<file path="src/rtl/player_input_frontend_if.sv">
// Commit channel from the input frontend to the game controller.
// The master presents {bet, parity} under valid; the slave accepts it with ready.
interface player_input_frontend_if;
    logic       commit_valid;
    logic [4:0] commit_bet;
    logic       commit_parity;
    logic       commit_ready;

    modport master (
        output commit_valid,
        output commit_bet,
        output commit_parity,
        input  commit_ready
    );

    modport slave (
        input  commit_valid,
        input  commit_bet,
        input  commit_parity,
        output commit_ready
    );
endinterface

</file>
<file path="src/rtl/player_input_frontend.sv">
// Player-input producer: synchronises and debounces the buttons, clamps the bet
// against the active player's marble count and offers each save as a commit.
//
// state        | meaning
// IDLE         | button released and stable
// PRESS_WAIT   | synchronised input high, counting towards acceptance
// HELD         | press accepted (pulse emitted on entry), waiting for release
// RELEASE_WAIT | synchronised input low, counting towards accepted release
module player_input_frontend #(
    parameter int DEBOUNCE_CYCLES = 250000,
    parameter int CNT_W           = 18
) (
    input  logic       clock,
    input  logic       reset,
    input  logic       save_btn,
    input  logic       restart_btn,
    input  logic       bet_sw,
    input  logic [3:0] bet_num,
    input  logic [4:0] max_bet,
    output logic       save_pulse,
    output logic       restart_pulse,
    output logic [4:0] bet_live,
    output logic       drop_flag,
    player_input_frontend_if.master commit
);

    typedef enum logic [1:0] {
        IDLE,
        PRESS_WAIT,
        HELD,
        RELEASE_WAIT
    } deb_state_t;

    localparam logic [CNT_W-1:0] CNT_LAST = CNT_W'(DEBOUNCE_CYCLES - 1);

    logic [1:0] save_sync;
    logic [1:0] restart_sync;
    logic [1:0] sw_sync;
    logic [3:0] num_meta;
    logic [3:0] num_sync;
    logic [1:0] btn_s;

    deb_state_t       state_q [2];
    deb_state_t       state_d [2];
    logic [CNT_W-1:0] cnt_q   [2];
    logic [CNT_W-1:0] cnt_d   [2];
    logic [1:0]       pulse_d;
    logic [1:0]       pulse_q;

    logic [4:0] clamp_bet;

    always_ff @(posedge clock or negedge reset) begin
        if (!reset) begin
            save_sync    <= '0;
            restart_sync <= '0;
            sw_sync      <= '0;
            num_meta     <= '0;
            num_sync     <= '0;
        end else begin
            save_sync    <= {save_sync[0], save_btn};
            restart_sync <= {restart_sync[0], restart_btn};
            sw_sync      <= {sw_sync[0], bet_sw};
            num_meta     <= bet_num;
            num_sync     <= num_meta;
        end
    end

    // index 0 = save, index 1 = restart
    assign btn_s = {restart_sync[1], save_sync[1]};

    always_ff @(posedge clock or negedge reset) begin
        if (!reset) begin
            for (int i = 0; i < 2; i++) begin
                state_q[i] <= IDLE;
                cnt_q[i]   <= '0;
            end
            pulse_q <= '0;
        end else begin
            for (int i = 0; i < 2; i++) begin
                state_q[i] <= state_d[i];
                cnt_q[i]   <= cnt_d[i];
            end
            pulse_q <= pulse_d;
        end
    end

    always_comb begin
        pulse_d = '0;
        for (int i = 0; i < 2; i++) begin
            state_d[i] = state_q[i];
            cnt_d[i]   = cnt_q[i];
            case (state_q[i])
                IDLE: begin
                    if (btn_s[i]) begin
                        state_d[i] = PRESS_WAIT;
                        cnt_d[i]   = '0;
                    end
                end
                PRESS_WAIT: begin
                    if (!btn_s[i]) begin
                        state_d[i] = IDLE;
                    end else if (cnt_q[i] == CNT_LAST) begin
                        state_d[i] = HELD;
                        pulse_d[i] = 1'b1;
                    end else begin
                        cnt_d[i] = cnt_q[i] + 1'b1;
                    end
                end
                HELD: begin
                    if (!btn_s[i]) begin
                        state_d[i] = RELEASE_WAIT;
                        cnt_d[i]   = '0;
                    end
                end
                RELEASE_WAIT: begin
                    if (btn_s[i]) begin
                        state_d[i] = HELD;
                    end else if (cnt_q[i] == CNT_LAST) begin
                        state_d[i] = IDLE;
                    end else begin
                        cnt_d[i] = cnt_q[i] + 1'b1;
                    end
                end
                default: state_d[i] = IDLE;
            endcase
        end
    end

    assign save_pulse    = pulse_q[0];
    assign restart_pulse = pulse_q[1];

    // max_bet comes from the controller on this clock, so it is used directly
    always_comb begin
        clamp_bet = {1'b0, num_sync};
        if (max_bet == 5'd0) begin
            clamp_bet = 5'd0;
        end else if (num_sync == 4'd0) begin
            clamp_bet = 5'd1;
        end else if ({1'b0, num_sync} > max_bet) begin
            clamp_bet = max_bet;
        end
    end

    always_ff @(posedge clock or negedge reset) begin
        if (!reset) begin
            bet_live <= '0;
        end else begin
            bet_live <= clamp_bet;
        end
    end

    // Restart beats everything; a save while stalled only raises drop_flag.
    always_ff @(posedge clock or negedge reset) begin
        if (!reset) begin
            commit.commit_valid  <= 1'b0;
            commit.commit_bet    <= '0;
            commit.commit_parity <= 1'b0;
            drop_flag            <= 1'b0;
        end else if (restart_pulse) begin
            commit.commit_valid <= 1'b0;
            drop_flag           <= 1'b0;
        end else if (save_pulse && (!commit.commit_valid || commit.commit_ready)) begin
            commit.commit_valid  <= 1'b1;
            commit.commit_bet    <= bet_live;
            commit.commit_parity <= sw_sync[1];
        end else if (save_pulse) begin
            drop_flag <= 1'b1;
        end else if (commit.commit_valid && commit.commit_ready) begin
            commit.commit_valid <= 1'b0;
        end
    end

endmodule

</file>
<file path="src/flat_wrapper.sv">
// flat-port wrapper written by rule: the top's interface ports become plain ports
module player_input_frontend_flat 
#(
    parameter int DEBOUNCE_CYCLES = 250000,
    parameter int CNT_W           = 18
)
  (clock, reset, save_btn, restart_btn, bet_sw, bet_num, max_bet, save_pulse, restart_pulse, bet_live, drop_flag, commit_commit_valid, commit_commit_bet, commit_commit_parity, commit_commit_ready);
  player_input_frontend_if commit_i ();
  input  logic clock;
  input  logic reset;
  input  logic save_btn;
  input  logic restart_btn;
  input  logic bet_sw;
  input  logic [3:0] bet_num;
  input  logic [4:0] max_bet;
  output logic save_pulse;
  output logic restart_pulse;
  output logic [4:0] bet_live;
  output logic drop_flag;
  output wire logic [$bits(commit_i.commit_valid)-1:0] commit_commit_valid;
  output wire logic [$bits(commit_i.commit_bet)-1:0] commit_commit_bet;
  output wire logic [$bits(commit_i.commit_parity)-1:0] commit_commit_parity;
  input wire logic [$bits(commit_i.commit_ready)-1:0] commit_commit_ready;
  assign commit_commit_valid = commit_i.commit_valid;
  assign commit_commit_bet = commit_i.commit_bet;
  assign commit_commit_parity = commit_i.commit_parity;
  assign commit_i.commit_ready = commit_commit_ready;
  player_input_frontend #(.DEBOUNCE_CYCLES(DEBOUNCE_CYCLES), .CNT_W(CNT_W)) u_core (.clock(clock), .reset(reset), .save_btn(save_btn), .restart_btn(restart_btn), .bet_sw(bet_sw), .bet_num(bet_num), .max_bet(max_bet), .save_pulse(save_pulse), .restart_pulse(restart_pulse), .bet_live(bet_live), .drop_flag(drop_flag), .commit(commit_i));
endmodule
</file>
<file path="config.mk">
export PLATFORM = sky130hd
export DESIGN_NAME = player_input_frontend_flat
export DESIGN_NICKNAME = d
export VERILOG_FILES = /design/src/rtl/player_input_frontend_if.sv /design/src/rtl/player_input_frontend.sv /design/src/flat_wrapper.sv
export SDC_FILE = /design/constraint.sdc
export NUM_CORES = 1
export LEC_CHECK = 0
export CORE_UTILIZATION = 65
export DETAILED_ROUTE_END_ITERATION = 10
export DONT_BUFFER_PORTS = 1
export PLACE_DENSITY = 0.85
export SYNTH_ARGS = -nofsm -noshare
export SYNTH_HDL_FRONTEND = slang
export SYNTH_SLANG_ARGS = --single-unit
export TNS_END_PERCENT = 5
</file>
<file path="constraint.sdc">
create_clock -name clock -period 3.2 [get_ports clock]
set_input_delay 0.48 -clock clock [delete_from_list [all_inputs] [get_ports clock]]
set_output_delay 0.48 -clock clock [all_outputs]
set_load 0.03 [all_outputs]
</file>
After elaboration in Yosys (flattened, before gate mapping)
Cells that the tools add are included.
W data, S select, Z words.
{ "totals": {"ff_bits": 69, "inputBits": 15} }
{ "classes": {"n_addsub": 2, "order_cmp": 1, "eq_ne": 22, "mux": 42, "bitwise_logic": 1, "reduce_logical": 17} }
{ "ops": {"columns": ["operator", "n"], "rows": [
  ["$mux W18", 10],
  ["$pmux W18 S4", 2],
  ["$add A18 B1 Y18 const B", 2],
  ["$eq A18 B18 Y1 const B", 2],
  ["$mux W2", 12],
  ["$pmux W2 S4", 2],
  ["$reduce_and A4 Y1", 4],
  ["$mux W5", 3],
  ["$mux W1", 13],
  ["$ne A2 B1 Y1 const B", 5],
  ["$eq A2 B2 Y1 const B", 4],
  ["$ne A2 B2 Y1 const B", 4],
  ["$ne A3 B1 Y1 const B", 2],
  ["$ne A3 B3 Y1 const B", 2],
  ["$reduce_and A2 Y1", 3],
  ["$gt A4 B5 Y1", 1],
  ["$logic_not A5 Y1", 1],
  ["$eq A2 B1 Y1 const B", 2],
  ["$logic_not A2 Y1", 2],
  ["$logic_not A4 Y1", 1],
  ["$ne A3 B2 Y1 const B", 1],
  ["$reduce_bool A3 Y1", 1],
  ["$logic_and A1 B1 Y1", 2],
  ["$reduce_bool A2 Y1", 1],
  ["3 further kinds", 3]
]} }

Logic depth before layout (Yosys ltp)
Gate-level depths: netlist of run 1.
{ "logic_depth": {"ltp_word": 5, "depth_mapped": 7} }

Worst setup path before layout of run 1
No wires, ideal clock.
{ "synth_path": {"path_kind": "register -> register", "start": "register u_core.cnt_q[0] (netlist name)", "end": "register u_core.cnt_q[16] (netlist name)", "arrival_ps": 1641, "path_slack_ps": 1438, "stages_incl_launch_ff": 7, "n_path_buf": 0, "path_cell_list": "dfrtp_1 > ha_1 > nand3_2 > nor2_1 > nor4b_1 > mux2_2 > a22o_1"} }
{ "synth_via": {"elab_chain_len": 4} }
{ "synth_lines": {"columns": ["item", "line", "text"], "rows": [
  ["start, declared", "player_input_frontend.sv:45", "logic [CNT_W-1:0] cnt_q [2];"],
  ["start signal, assigned by index", "player_input_frontend.sv:81", "cnt_q[i] <= cnt_d[i];"],
  ["$add A18 B1 Y18 or $eq A18 B18 Y1 (tied branches)", null, null],
  ["$mux W18 *", "player_input_frontend.sv:102, player_input_frontend.sv:118", null],
  ["$mux W18 (on tied branches)", "player_input_frontend.sv:116, player_input_frontend.sv:100", null],
  ["$pmux W18 S4 *", "player_input_frontend.sv:92", "case (state_q[i])"]
]} }
Mark *: on every way between the ends. The rest lies on a longest branch, timed or not. The select of a mux whose other input is x is not followed.
A chain may end at the register's enable or synchronous reset.

Worst setup path after layout of run 1
{ "layout_path": {"start": "register u_core.cnt_q[7] (netlist name)", "end": "register u_core.cnt_q[14] (netlist name)"} }
The elaborated chain is that of the path after synthesis.

==> results by group, run 1 <==
Layout
  – Cell area after layout: 3640 µm²
  – Synthesis-to-layout area growth: 8.31%
  – Share of cells above drive strength 1: 0.161
  – Ant diodes: 0
  – Final Util: 0.750
  – Final nets: 340

CTS
  – Clk buf depth: 2
  – Cts bufs inserted: 9
  – Post-CTS Setup Inserts: 0
  – CTS tree: done
  – Clk root buf: clkbuf_8
  – Clock-pin slew on the worst setup and hold paths: 0.07 ns
  – H-tree depth: 3
  – Clock Latency Late Sink: 0.35 ns
  – Clock net sink count: 69

Place
  – PortBufs: 0
  – RD Place Congestion: 0.803
  – Post-DP HPWL: 4.00 mm
  – Worst slack, placed: 1.22 ns
  – Placed Instance Area: 3410 µm²

STA
  – Clk_skew: 0.00623 ns
  – Final Worst Setup Slack: 1.20 ns
  – Minimum clock period after layout: 2.00 ns
  – Final Slew Violations: 0
  – Fmax: 0.499 GHz
  – Final Setup Violations: 0
  – RSZ-0062 raised after global routing: no
  – Final cycle utilization of the critical path: 0.626
  – Final Hold Viols: 0
  – Hold WS: 0.00205 ns
  – Slew @ Worst Pin: 0.747 ns
  – Rel. slew slack: 0.502
  – Final TNS setup: 0 ns

Setup path
  – Worst r2r dst: u_core.cnt_q[14]
  – Worst setup SP type: flip-flop
  – R2R setup slack: 1.20 ns
  – Critical Path Start: u_core.cnt_q[7]
  – CP Capture Type: flip-flop
  – Critical Path RT: 3.43 ns
  – Kind of critical path: flip-flop to flip-flop
  – Largest delay share family, worst path: simple AND/OR/NAND/NOR gates
  – Peak per-stage delay on the critical path: 0.45 ns
  – Arrival time worst endpoint: 2.23 ns
  – Reg2reg start: u_core.cnt_q[7]
  – Slowest CP cell: dfrtp_1
  – Reg2Reg Depth: 5
  – Worst Path Max Fanout: 7
  – WP buf/inv: 0
  – Critical-path cell list: nand3_1, or2_2, nor4_1, mux2_2, a22o_1

Floorplan
  – # rows: 25
  – Initial Util: 0.693
  – DIE AREA: 5460 µm²
  – Core Box Area: 4850 µm²
  – I/O Pins: 30
  – Chip width: 73.9 µm
  – Die Ht: 73.9 µm

Routing
  – DRC viols: 0
  – Initial DRC count: 157
  – DRT met1 WL: 2.70 mm
  – Final wirelength: 6.28 mm
  – Met3 routed WL: 310 µm
  – Via count: 2,427
  – Routed wl met2: 3.13 mm
  – Via/cell ratio: 6.22
  – Antenna viol nets, final: 0
  – Drt pass-1 iters: 4
  – Top Layer Used: met4
  – Routed length per placed instance: 16.1 µm

Global route
  – First-pass GRT wire length: 10.7 mm
  – All-Layer GR Usage: 0.268
  – Initial antenna violation count: 0
  – Grt total ovfl: 0
  – Largest net degree at the start of global routing: 70
  – Vias in the first global route: 2,309

Yosys
  – Yosys reg bits: 69
  – Synth Instances: 317
  – Count of different cell masters after synthesis: 54
  – Mapped cell area: 3360 µm²
  – Seq/Total Area, Yosys: 0.514
  – Syn avg cell area: 10.6 µm²
  – Ys async rst share: 1.00
  – Syn Nets: 338
  – Predominant post-synthesis flop cell: dfrtp_1
  – EDFF count, synth: 0
  – Yosys warns: 0

Power and ir drop
  – Comb pwr share: 0.049
  – Clock group share of total power: 0.403
  – Net switching power figure: 0.420 mW
  – Peak supply drop: 0.324 mV
  – Pint: 1.31 mW
  – PwrDens: 475 nW/µm²
  – Flop pwr share: 0.547
  – Lkg Pwr: 1.63 nW
  – Sw frac: 0.243

Run
  – Max-cap check violation count: 0

Worst hold path
  – Hold Crit Class: input pin to async pin

Run status
  – Status: finished, final reports clean
-- area by class of cell --
type / instances / area (µm²)
Tap cell: 67 / 83.8
Sequential cell: 69 / 1730
Fill cell: 317 / 1210
Timing Repair Buffer: 3 / 42.5
Inverter: 7 / 26.3
Clock inverter: 5 / 61.3
Clock buffer: 10 / 138
Multi-Input combinational cell: 229 / 1560
-- metrics by stage --
stage               power (mW)  std cells
floorplan                 1.01        317
global placement          1.02        374
detailed placement        1.03        374
CTS                       1.74        390
global route              1.81        390
finish                    1.73        390
-- what timing repair did --
item | 4_1_cts | 5_1_grt
gates resized for setup | 0 | 0
hold buffers | 1 | 0
hold endpoints to repair | 69 | 0
setup endpoints to repair | 0 | 0
-- layout by cell type (no fill, tap or decap), types with 3 or more instances in the layout --
cell type,netlist,final
clkbuf_8,0,10
dfrtp_1,69,69
clkinvlp_4,0,3
o21ai_0,7,7
nor4_1,7,7
nand3_1,27,27
and4_1,3,3
nand4_1,4,4
mux2_2,20,20
nor3_1,8,8
a22o_1,19,19
ha_1,6,6
nand2_1,25,25
nor3b_1,3,3
inv_1,7,7
a21oi_1,9,9
and3_1,6,6
nor2_1,32,32
nor2b_1,5,5
mux2i_1,3,3
or4_1,3,3
xor2_1,5,5
-- sequential cells by signal, summed over array words and instances, names as in the netlist, named ones only --
| signal | cells |
|---|---|
| u_core.pulse_q | 2 |
| u_core.commit.commit_valid | 1 |
| u_core.save_sync | 2 |
| u_core.num_sync | 4 |
| u_core.drop_flag | 1 |
| u_core.restart_sync | 2 |
| u_core.commit.commit_bet | 5 |
| u_core.bet_live | 5 |
| u_core.cnt_q | 36 |
| u_core.sw_sync | 2 |
| u_core.state_q | 2 |
| u_core.num_meta | 4 |
| u_core.commit.commit_parity | 1 |
-- per-layer routing --
layer / global-route usage / vias to the layer above
met5: 0 / -
met1: 0.325 / 1183
met3: 0.0947 / 16
met2: 0.437 / 63
li1: - / 1165
met4: 0.107 / 0
-- worst max path at each step --
stage / endpoint / slack [ns] / cells after the start
6_report: u_core.cnt_q[14] / 1.20 / 5
5_1_grt: u_core.cnt_q[13] / 1.06 / 5
4_1_cts: u_core.cnt_q[14] / 1.20 / 5
3_5_place_dp: flip-flop / 1.22 / 5
3_3_place_gp: u_core.cnt_q[17] / 1.29 / 5
2_1_floorplan: u_core.cnt_q[16] / 1.44 / 6
-- worst register-to-register path: stages (launching register included) --
cell and delay, ns:
dfrtp_1 0.45, nand3_1 0.15, or2_2 0.36, nor4_1 0.37, mux2_2 0.38, a22o_1 0.18
-- logic make-up (layout without fill, tap and decap cells) --
group                      Yosys count  after routing  share of synthesized area
xor gates and xnor gates             7              7                     0.0182
adders and majority gates            6              6                     0.0223
AOI/OAI and AO/OA                   52             52                      0.114
other                                1              1                    0.00112
DFF                                 69             69                      0.514
and+or+nand+nor                    139            139                      0.226
muxes                               24             24                     0.0804
buffers and inverters               19             25                     0.0238
-- Yosys cell counts, types with 2 or more instances --
| master | number | area [µm²] |
|---|---|---|
| xor2_1 | 5 | 43.8 |
| mux2_2 | 20 | 225 |
| and4_1 | 3 | 26.3 |
| nand4_1 | 4 | 25.0 |
| nor3b_1 | 3 | 22.5 |
| nor2b_1 | 5 | 31.3 |
| a21oi_1 | 9 | 45.0 |
| o211ai_1 | 2 | 15.0 |
| a21o_1 | 2 | 15.0 |
| nor2_1 | 32 | 120 |
| xnor2_1 | 2 | 17.5 |
| a221o_1 | 2 | 20.0 |
| o31ai_1 | 2 | 15.0 |
| a22o_1 | 19 | 166 |
| dfrtp_1 | 69 | 1730 |
| nor4_1 | 7 | 43.8 |
| nand3_1 | 27 | 135 |
| or4_1 | 3 | 22.5 |
| and3_1 | 6 | 37.5 |
| nand2_1 | 25 | 93.8 |
| or2_2 | 2 | 12.5 |
| nor3_1 | 8 | 40.0 |
| a211oi_1 | 2 | 15.0 |
| inv_1 | 7 | 26.3 |
| ha_1 | 6 | 75.1 |
| buf_2 | 4 | 20.0 |
| buf_1 | 2 | 7.51 |
| clkbuf_1 | 5 | 18.8 |
| o21ai_0 | 7 | 35.0 |
| mux2i_1 | 3 | 30.0 |
-- power groups by stage --
| stage | sequential [mW] | combinational (mW) | clock, mW |
|---|---|---|---|
| final | 0.946 | 0.0854 | 0.697 |
| after global routing | 0.950 | 0.100 | 0.755 |
| after CTS | 0.945 | 0.0858 | 0.709 |
| after detailed placement | 0.962 | 0.0649 | 0 |
| after global placement | 0.959 | 0.0616 | 0 |
| after floorplan | 0.947 | 0.0604 | 0 |
No activity file was read; power rests on OpenSTA's default activity.
==> inputs of run 2 (changes only) <==
--- a/config.mk
+++ b/config.mk
@@ -5,10 +5,10 @@
 export SDC_FILE = /design/constraint.sdc
 export NUM_CORES = 1
 export LEC_CHECK = 0
-export CORE_UTILIZATION = 65
+export CORE_UTILIZATION = 63
 export DETAILED_ROUTE_END_ITERATION = 10
 export DONT_BUFFER_PORTS = 1
-export PLACE_DENSITY = 0.85
+export PLACE_DENSITY = 0.83
 export SYNTH_ARGS = -nofsm -noshare
 export SYNTH_HDL_FRONTEND = slang
 export SYNTH_SLANG_ARGS = --single-unit
==> constraint.sdc (replaced) <==
create_clock -name clock -period 2 [get_ports clock]
set_input_delay 0.3 -clock clock [delete_from_list [all_inputs] [get_ports clock]]
set_output_delay 0.3 -clock clock [all_outputs]
set_load 0.03 [all_outputs]
==> results by group, run 2 (synthesis gave the netlist of run 1 again) <==
Run status
  – Status: finished, final reports clean

Routing
  – Antenna viol nets, final: 0 (unchanged)
  – Routed length per placed instance: 17.3 µm (+7.1%)
  – Via count: 2,537 (+4.5%)
  – Via/cell ratio: 6.20 (-0.32%)
  – DRC viols: 0 (unchanged)
  – Final wirelength: 7.06 mm (+12%)
  – Initial DRC count: 247 (+57%)
  – Drt pass-1 iters: 6 (+2)

Layout
  – Largest reg by FF count: u_core.cnt_q
  – Biggest regs: u_core.cnt_q: 36 flops, u_core.bet_live: 5 flops, u_core.commit.commit_bet: 5 flops
  – Share of cells above drive strength 1: 0.189 (+0.0278)
  – Synthesis-to-layout area growth: 14.7%
  – Finished Layout Cells: 409 (+4.9%)
  – Final nets: 355 (+4.4%)
  – Max FFs per register: 36 (unchanged)
  – Highest-count cells in the layout ignoring fill and taps: 69 x dfrtp_1, 32 x nor2_1, 27 x nand3_1, 25 x nand2_1, 20 x mux2_2
  – Ant diodes: 0 (unchanged)
  – Most common cell after layout, fill and taps aside: dfrtp_1

Power and ir drop
  – PwrDens: 774 nW/µm² (+63%)
  – Flop pwr share: 0.506 (-0.041)
  – Lkg Pwr: 1.74 nW (+6.6%)
  – Pint: 2.26 mW (+72%)
  – Comb pwr share: 0.057 (+0.008)
  – Net switching power figure: 0.726 mW (+73%)
  – Sw frac: 0.243 (+0.000564)
  – Peak supply drop: 0.574 mV (+77%)
  – Clock group share of total power: 0.436 (+0.033)

Place
  – PortBufs: 0 (unchanged)
  – Post-DP HPWL: 4.31 mm (+7.8%)
  – Placed insts: 383 (+2.4%)
  – RD Place Congestion: 0.851 (+6.0%)

Setup path
  – Slowest CP cell: dfrtp_1
  – Worst Path Max Fanout: 8 (+1)
  – Worst setup SP type: flip-flop
  – Arrival time worst endpoint: 2.15 ns (-0.08 ns)
  – Kind of critical path: flip-flop to flip-flop
  – Critical Path RT: 2.23 ns (-1.20 ns)
  – WP buf/inv: 0 (unchanged)
  – Largest delay share family, worst path: simple AND/OR/NAND/NOR gates
  – Critical-path cell list: ha_1, nand3_2, nor2_1, nor4b_2, mux2_2, a22o_1
  – CP Capture Type: flip-flop
  – Peak per-stage delay on the critical path: 0.44 ns (about the same)

STA
  – Final Hold Viols: 0 (unchanged)
  – Slew @ Worst Pin: 0.697 ns (-0.0505 ns)
  – Fmax: 0.521 GHz (+4.3%)
  – Final cycle utilization of the critical path: 0.960 (+0.335)
  – RSZ-0062 raised after global routing: yes
  – Clk_skew: 0.00853 ns (+0.00230 ns)
  – Minimum clock period after layout: 1.92 ns (-0.0820 ns)
  – Final Setup Violations: 0 (unchanged)
  – Hold WS: 0.151 ns (+0.149 ns)
  – Final Slew Violations: 0 (unchanged)
  – Rel. slew slack: 0.535 (+0.0336)

CTS
  – Cts bufs inserted: 9 (unchanged)
  – Clk buf depth: 2 (unchanged)
  – Clk root buf: clkbuf_8
  – H-tree depth: 3 (unchanged)
  – Clock net sink count: 69 (unchanged)
  – CTS tree: done
  – Clock Latency Late Sink: 0.34 ns (about the same)
  – Clock-pin slew on the worst setup and hold paths: 0.07 ns (about the same)

Worst hold path
  – Hold Crit Class: input pin to flip-flop

Global route
  – Vias in the first global route: 2,474 (+7.1%)
  – Grt total ovfl: 0 (unchanged)
  – Initial antenna violation count: 0 (unchanged)
  – Largest net degree at the start of global routing: 70 (unchanged)
  – All-Layer GR Usage: 0.284 (+0.0160)
  – First-pass GRT wire length: 11.6 mm (+8.3%)

Floorplan
  – Die Ht: 75.0 µm (+1.5%)
  – I/O Pins: 30 (unchanged)
  – # rows: 26 (+4.0%)
  – Initial Util: 0.658 (-0.0351)
  – Chip width: 75.0 µm (+1.5%)
  – Core Box Area: 5110 µm² (+5.3%)
  – DIE AREA: 5630 µm² (+3.1%)

Run
  – Max-cap check violation count: 0 (unchanged)
==> run 2: cell types whose count changed in the layout (fill, tap and decap cells not counted), sizes merged <==
cell         previous run  this run
inv                     7         8
clkinvlp                3         0
clkinv                  1         3
dlygate4sd3             0         8
bufinv                  1         2
buf                     3        10
==> run 2: final timing paths <==
| check | from | end | slack, ns | cells after the start |
|---|---|---|---|---|
| setup / recovery | u_core.cnt_q[0] | u_core.cnt_q[16] | 0.08 | 6 |
| hold / removal | max_bet[3] | u_core.bet_live[3] | 0.15 | 2 |
| setup reg to reg | u_core.cnt_q[0] | u_core.cnt_q[16] | 0.08 | 6 |
| hold reg to reg | u_core.restart_sync[0] | u_core.restart_sync[1] | 0.35 | 0 |
| max in group asynchronous | reset | u_core.cnt_q[0] | 1.20 | 2 |
| min in group asynchronous | reset | u_core.cnt_q[19] | 0.49 | 2 |
==> run 2: area by class of cell <==
| type | count | area (µm²) |
|---|---|---|
| clock buffer | 10 | 138 |
| clock inverter | 6 | 95.1 |
| fill | 328 | 1250 |
| inverter | 7 | 26.3 |
| multi-input combinational | 229 | 1580 |
| sequential | 69 | 1730 |
| tap | 70 | 87.6 |
| timing repair buffer | 18 | 200 |
==> run 2: metal layers <==
| layer | vias to the layer above | track usage | part of all wire |
|---|---|---|---|
| li1 | 1198 | - | - |
| met4 | 0 | 0.117 | 0.018 |
| met1 | 1257 | 0.335 | 0.41 |
| met2 | 66 | 0.506 | 0.54 |
| met3 | 16 | 0.0589 | 0.038 |
| met5 | - | 0 | 0 |
==> run 2: power by group through the flow <==
| stage | combinational, mW | clock [mW] | sequential [mW] |
|---|---|---|---|
| after floorplan | 0.0966 | 0 | 1.52 |
| after global placement | 0.116 | 0 | 1.53 |
| after detailed placement | 0.124 | 0 | 1.53 |
| after CTS | 0.172 | 1.31 | 1.51 |
| after global routing | 0.193 | 1.39 | 1.52 |
| final | 0.171 | 1.30 | 1.51 |
==> run 2: metrics by stage <==
step	utilization	TNS, ns	instance area, µm²	setup WS, ns	total power, mW
6_report	0.754	0	3850	0.0790	2.98
5_1_grt	0.754	-0.0875	3850	-0.0683	3.10
4_1_cts	0.749	0	3830	0.0502	2.99
3_5_place_dp	0.683	0	3490	0.0569	1.66
3_3_place_gp	0.683	0	3490	0.146	1.65
2_1_floorplan	-	0	3360	0.238	1.61
==> run 2: timing repair <==
| action | 4_1_cts | 5_1_grt |
|---|---|---|
| endpoints found under the setup margin | 0 | 8 |
| hold buffers | 9 | 0 |
| endpoints found under the hold margin | 76 | 0 |
| buffers inserted | 0 | 1 |
| resized for setup | 0 | 4 |
==> inputs of run 3 (changes only) <==
--- a/config.mk
+++ b/config.mk
@@ -8,7 +8,7 @@
 export CORE_UTILIZATION = 63
 export DETAILED_ROUTE_END_ITERATION = 10
 export DONT_BUFFER_PORTS = 1
-export PLACE_DENSITY = 0.83
+export PLACE_DENSITY = 0.79
 export SYNTH_ARGS = -nofsm -noshare
 export SYNTH_HDL_FRONTEND = slang
 export SYNTH_SLANG_ARGS = --single-unit
==> results by group, run 3 (synthesis gave the netlist of run 1 again) <==
Power and ir drop
  – Lkg Pwr: 1.71 nW (-1.4%)
  – Pint: 2.08 mW (-7.8%)
  – Clock group share of total power: 0.394 (-0.042)
  – PwrDens: 724 nW/µm² (-6.5%)
  – Comb pwr share: 0.060 (+0.003)
  – Net switching power figure: 0.678 mW (-6.7%)
  – Flop pwr share: 0.546 (+0.040)
  – Sw frac: 0.246 (+0.00209)
  – Peak supply drop: 0.630 mV (+9.8%)

Run status
  – Status: finished, final reports clean

Setup path
  – Worst setup SP type: flip-flop
  – R2R setup slack: 0.07 ns (about the same)
  – Worst r2r dst: u_core.cnt_q[0]
  – Kind of critical path: flip-flop to flip-flop
  – Reg2Reg Depth: 7 (+1)
  – Arrival time worst endpoint: 2.20 ns (+0.05 ns)
  – CP Capture Type: flip-flop
  – Reg2reg start: u_core.cnt_q[0]
  – Critical Path RT: 2.28 ns (+0.05 ns)
  – Worst Path Max Fanout: 8 (unchanged)

STA
  – Rel. slew slack: 0.559 (+0.0239)
  – Fmax: 0.519 GHz (-0.24%)
  – Final Slew Violations: 0 (unchanged)
  – Clk_skew: 0.00827 ns (-0.000257 ns)
  – Final cycle utilization of the critical path: 0.963 (+0.00228)
  – Minimum clock period after layout: 1.93 ns (+0.00455 ns)
  – Final Setup Violations: 0 (unchanged)
  – Final Hold Viols: 0 (unchanged)
  – Slew @ Worst Pin: 0.661 ns (-0.0358 ns)
  – Final TNS setup: 0 ns (unchanged)

Floorplan
  – Core Box Area: 5110 µm² (unchanged)
  – Die Ht: 75.0 µm (unchanged)
  – I/O Pins: 30 (unchanged)
  – # rows: 26 (unchanged)
  – Chip width: 75.0 µm (unchanged)
  – Initial Util: 0.658 (unchanged)
  – DIE AREA: 5630 µm² (unchanged)

Layout
  – Largest reg by FF count: u_core.cnt_q
  – Ant diodes: 0 (unchanged)
  – Synthesis-to-layout area growth: 13.4%
  – Max FFs per register: 36 (unchanged)
  – Finished Layout Cells: 411 (+0.49%)
  – Highest-count cells in the layout ignoring fill and taps: 68 x dfrtp_1, 32 x nor2_1, 27 x nand3_1, 25 x nand2_1, 20 x mux2_2
  – Final nets: 357 (+0.56%)
  – Most common cell after layout, fill and taps aside: dfrtp_1
  – Biggest regs: u_core.cnt_q: 36 flops, u_core.bet_live: 5 flops, u_core.commit.commit_bet: 5 flops
  – Share of cells above drive strength 1: 0.188 (-0.00111)

CTS
  – Cts bufs inserted: 9 (unchanged)
  – Clock Latency Late Sink: 0.35 ns (about the same)
  – Clk root buf: clkbuf_8
  – Clk buf depth: 2 (unchanged)
  – Clock-pin slew on the worst setup and hold paths: 0.07 ns (about the same)
  – H-tree depth: 3 (unchanged)
  – CTS tree: done
  – Clock net sink count: 69 (unchanged)

Global route
  – All-Layer GR Usage: 0.242 (-0.0415)
  – First-pass GRT wire length: 10.0 mm (-14%)
  – Grt total ovfl: 0 (unchanged)
  – Largest net degree at the start of global routing: 70 (unchanged)
  – Vias in the first global route: 2,259 (-8.7%)
  – Initial antenna violation count: 0 (unchanged)

Routing
  – Drt pass-1 iters: 4 (-2)
  – Routed length per placed instance: 14.8 µm (-14%)
  – Initial DRC count: 136 (-45%)
  – DRC viols: 0 (unchanged)
  – Via/cell ratio: 5.99 (-3.4%)
  – Final wirelength: 6.07 mm (-14%)
  – Antenna viol nets, final: 0 (unchanged)
  – Via count: 2,462 (-3.0%)

Place
  – Placed insts: 384 (+0.26%)
  – Post-DP HPWL: 4.02 mm (-6.8%)
  – PortBufs: 0 (unchanged)
  – RD Place Congestion: 0.865 (+1.6%)

Worst hold path
  – Hold_sp: max_bet[3]
  – WHS Path Cells: 2 (unchanged)
  – Hold Crit Class: input pin to flip-flop
  – WHS Endpoint: u_core.bet_live[3]

Run
  – Max-cap check violation count: 0 (unchanged)
[run 3: cell types whose count changed in the layout (fill, tap and decap cells not counted), moves of 2 or more]
cell / before / now
clkinv_4: 3 / 1
clkinvlp_4: 0 / 2
buf_4: 7 / 10
clkinv_2: 0 / 2
[run 3: per-stage QoR]
stage                     utilization  instance area (µm²)  power, mW  hold WS (ns)  worst slack [ns]
after detailed placement        0.682                 3480       1.65       0.00576            0.0710
after global routing            0.746                 3810       2.87         0.124          -0.00322
final                           0.746                 3810       2.76         0.116            0.0745
after CTS                       0.740                 3780       2.79         0.102            0.0553
after floorplan                     -                 3360       1.61       0.00441             0.238
after global placement          0.682                 3480       1.64       0.00560             0.136
[run 3: critical path: stages, from the launching register on]
cell,delay (ns)
dfrtp_2,0.44
ha_2,0.22
nand3_4,0.11
nor4_4,0.06
buf_4,0.16
buf_4,0.14
or4b_2,0.62
nand3_1,0.10
[run 3: power groups by stage]
| stage | sequential [mW] | clock, mW | combinational [mW] |
|---|---|---|---|
| 3_3_place_gp | 1.53 | 0 | 0.114 |
| 2_1_floorplan | 1.52 | 0 | 0.0966 |
| 6_report | 1.51 | 1.09 | 0.165 |
| 3_5_place_dp | 1.53 | 0 | 0.120 |
| 4_1_cts | 1.50 | 1.12 | 0.167 |
| 5_1_grt | 1.51 | 1.16 | 0.191 |
[run 3: cell type report]
class	instances	area (µm²)
sequential	69	1730
multi-input combinational	229	1580
fill	351	1300
timing repair buffer	20	203
clock buffer	10	128
tap	70	87.6
clock inverter	6	63.8
inverter	7	26.3
[run 3: routing by layer]
metal	GRT usage	wire length, µm	part of all wire	vias up
li1	-	-	-	1203
met2	0.409	3080	0.51	41
met4	0.0943	61	0.010	0
met1	0.293	2700	0.45	1213
met3	0.0723	225	0.037	5
met5	0	0	0	-
[run 3: worst max-delay path by stage]
stage | startpoint | to | slack, ns | depth (start not counted)
after floorplan | u_core.cnt_q[0] | u_core.cnt_q[16] | 0.24 | 6
after global routing | u_core.cnt_q[0] | u_core.cnt_q[0] | -0.003 | 7
after CTS | u_core.cnt_q[0] | u_core.cnt_q[16] | 0.06 | 6
after global placement | u_core.cnt_q[0] | u_core.cnt_q[16] | 0.14 | 6
after detailed placement | u_core.cnt_q[0] | u_core.cnt_q[16] | 0.07 | 6
final | u_core.cnt_q[0] | u_core.cnt_q[0] | 0.07 | 7
[run 3: repair_timing]
action                     4_1_cts  5_1_grt
setup endpoints to repair        0        8
buffers inserted                 0        2
resized for setup                0        4
hold endpoints to repair        76        0
hold buffers                     9        0
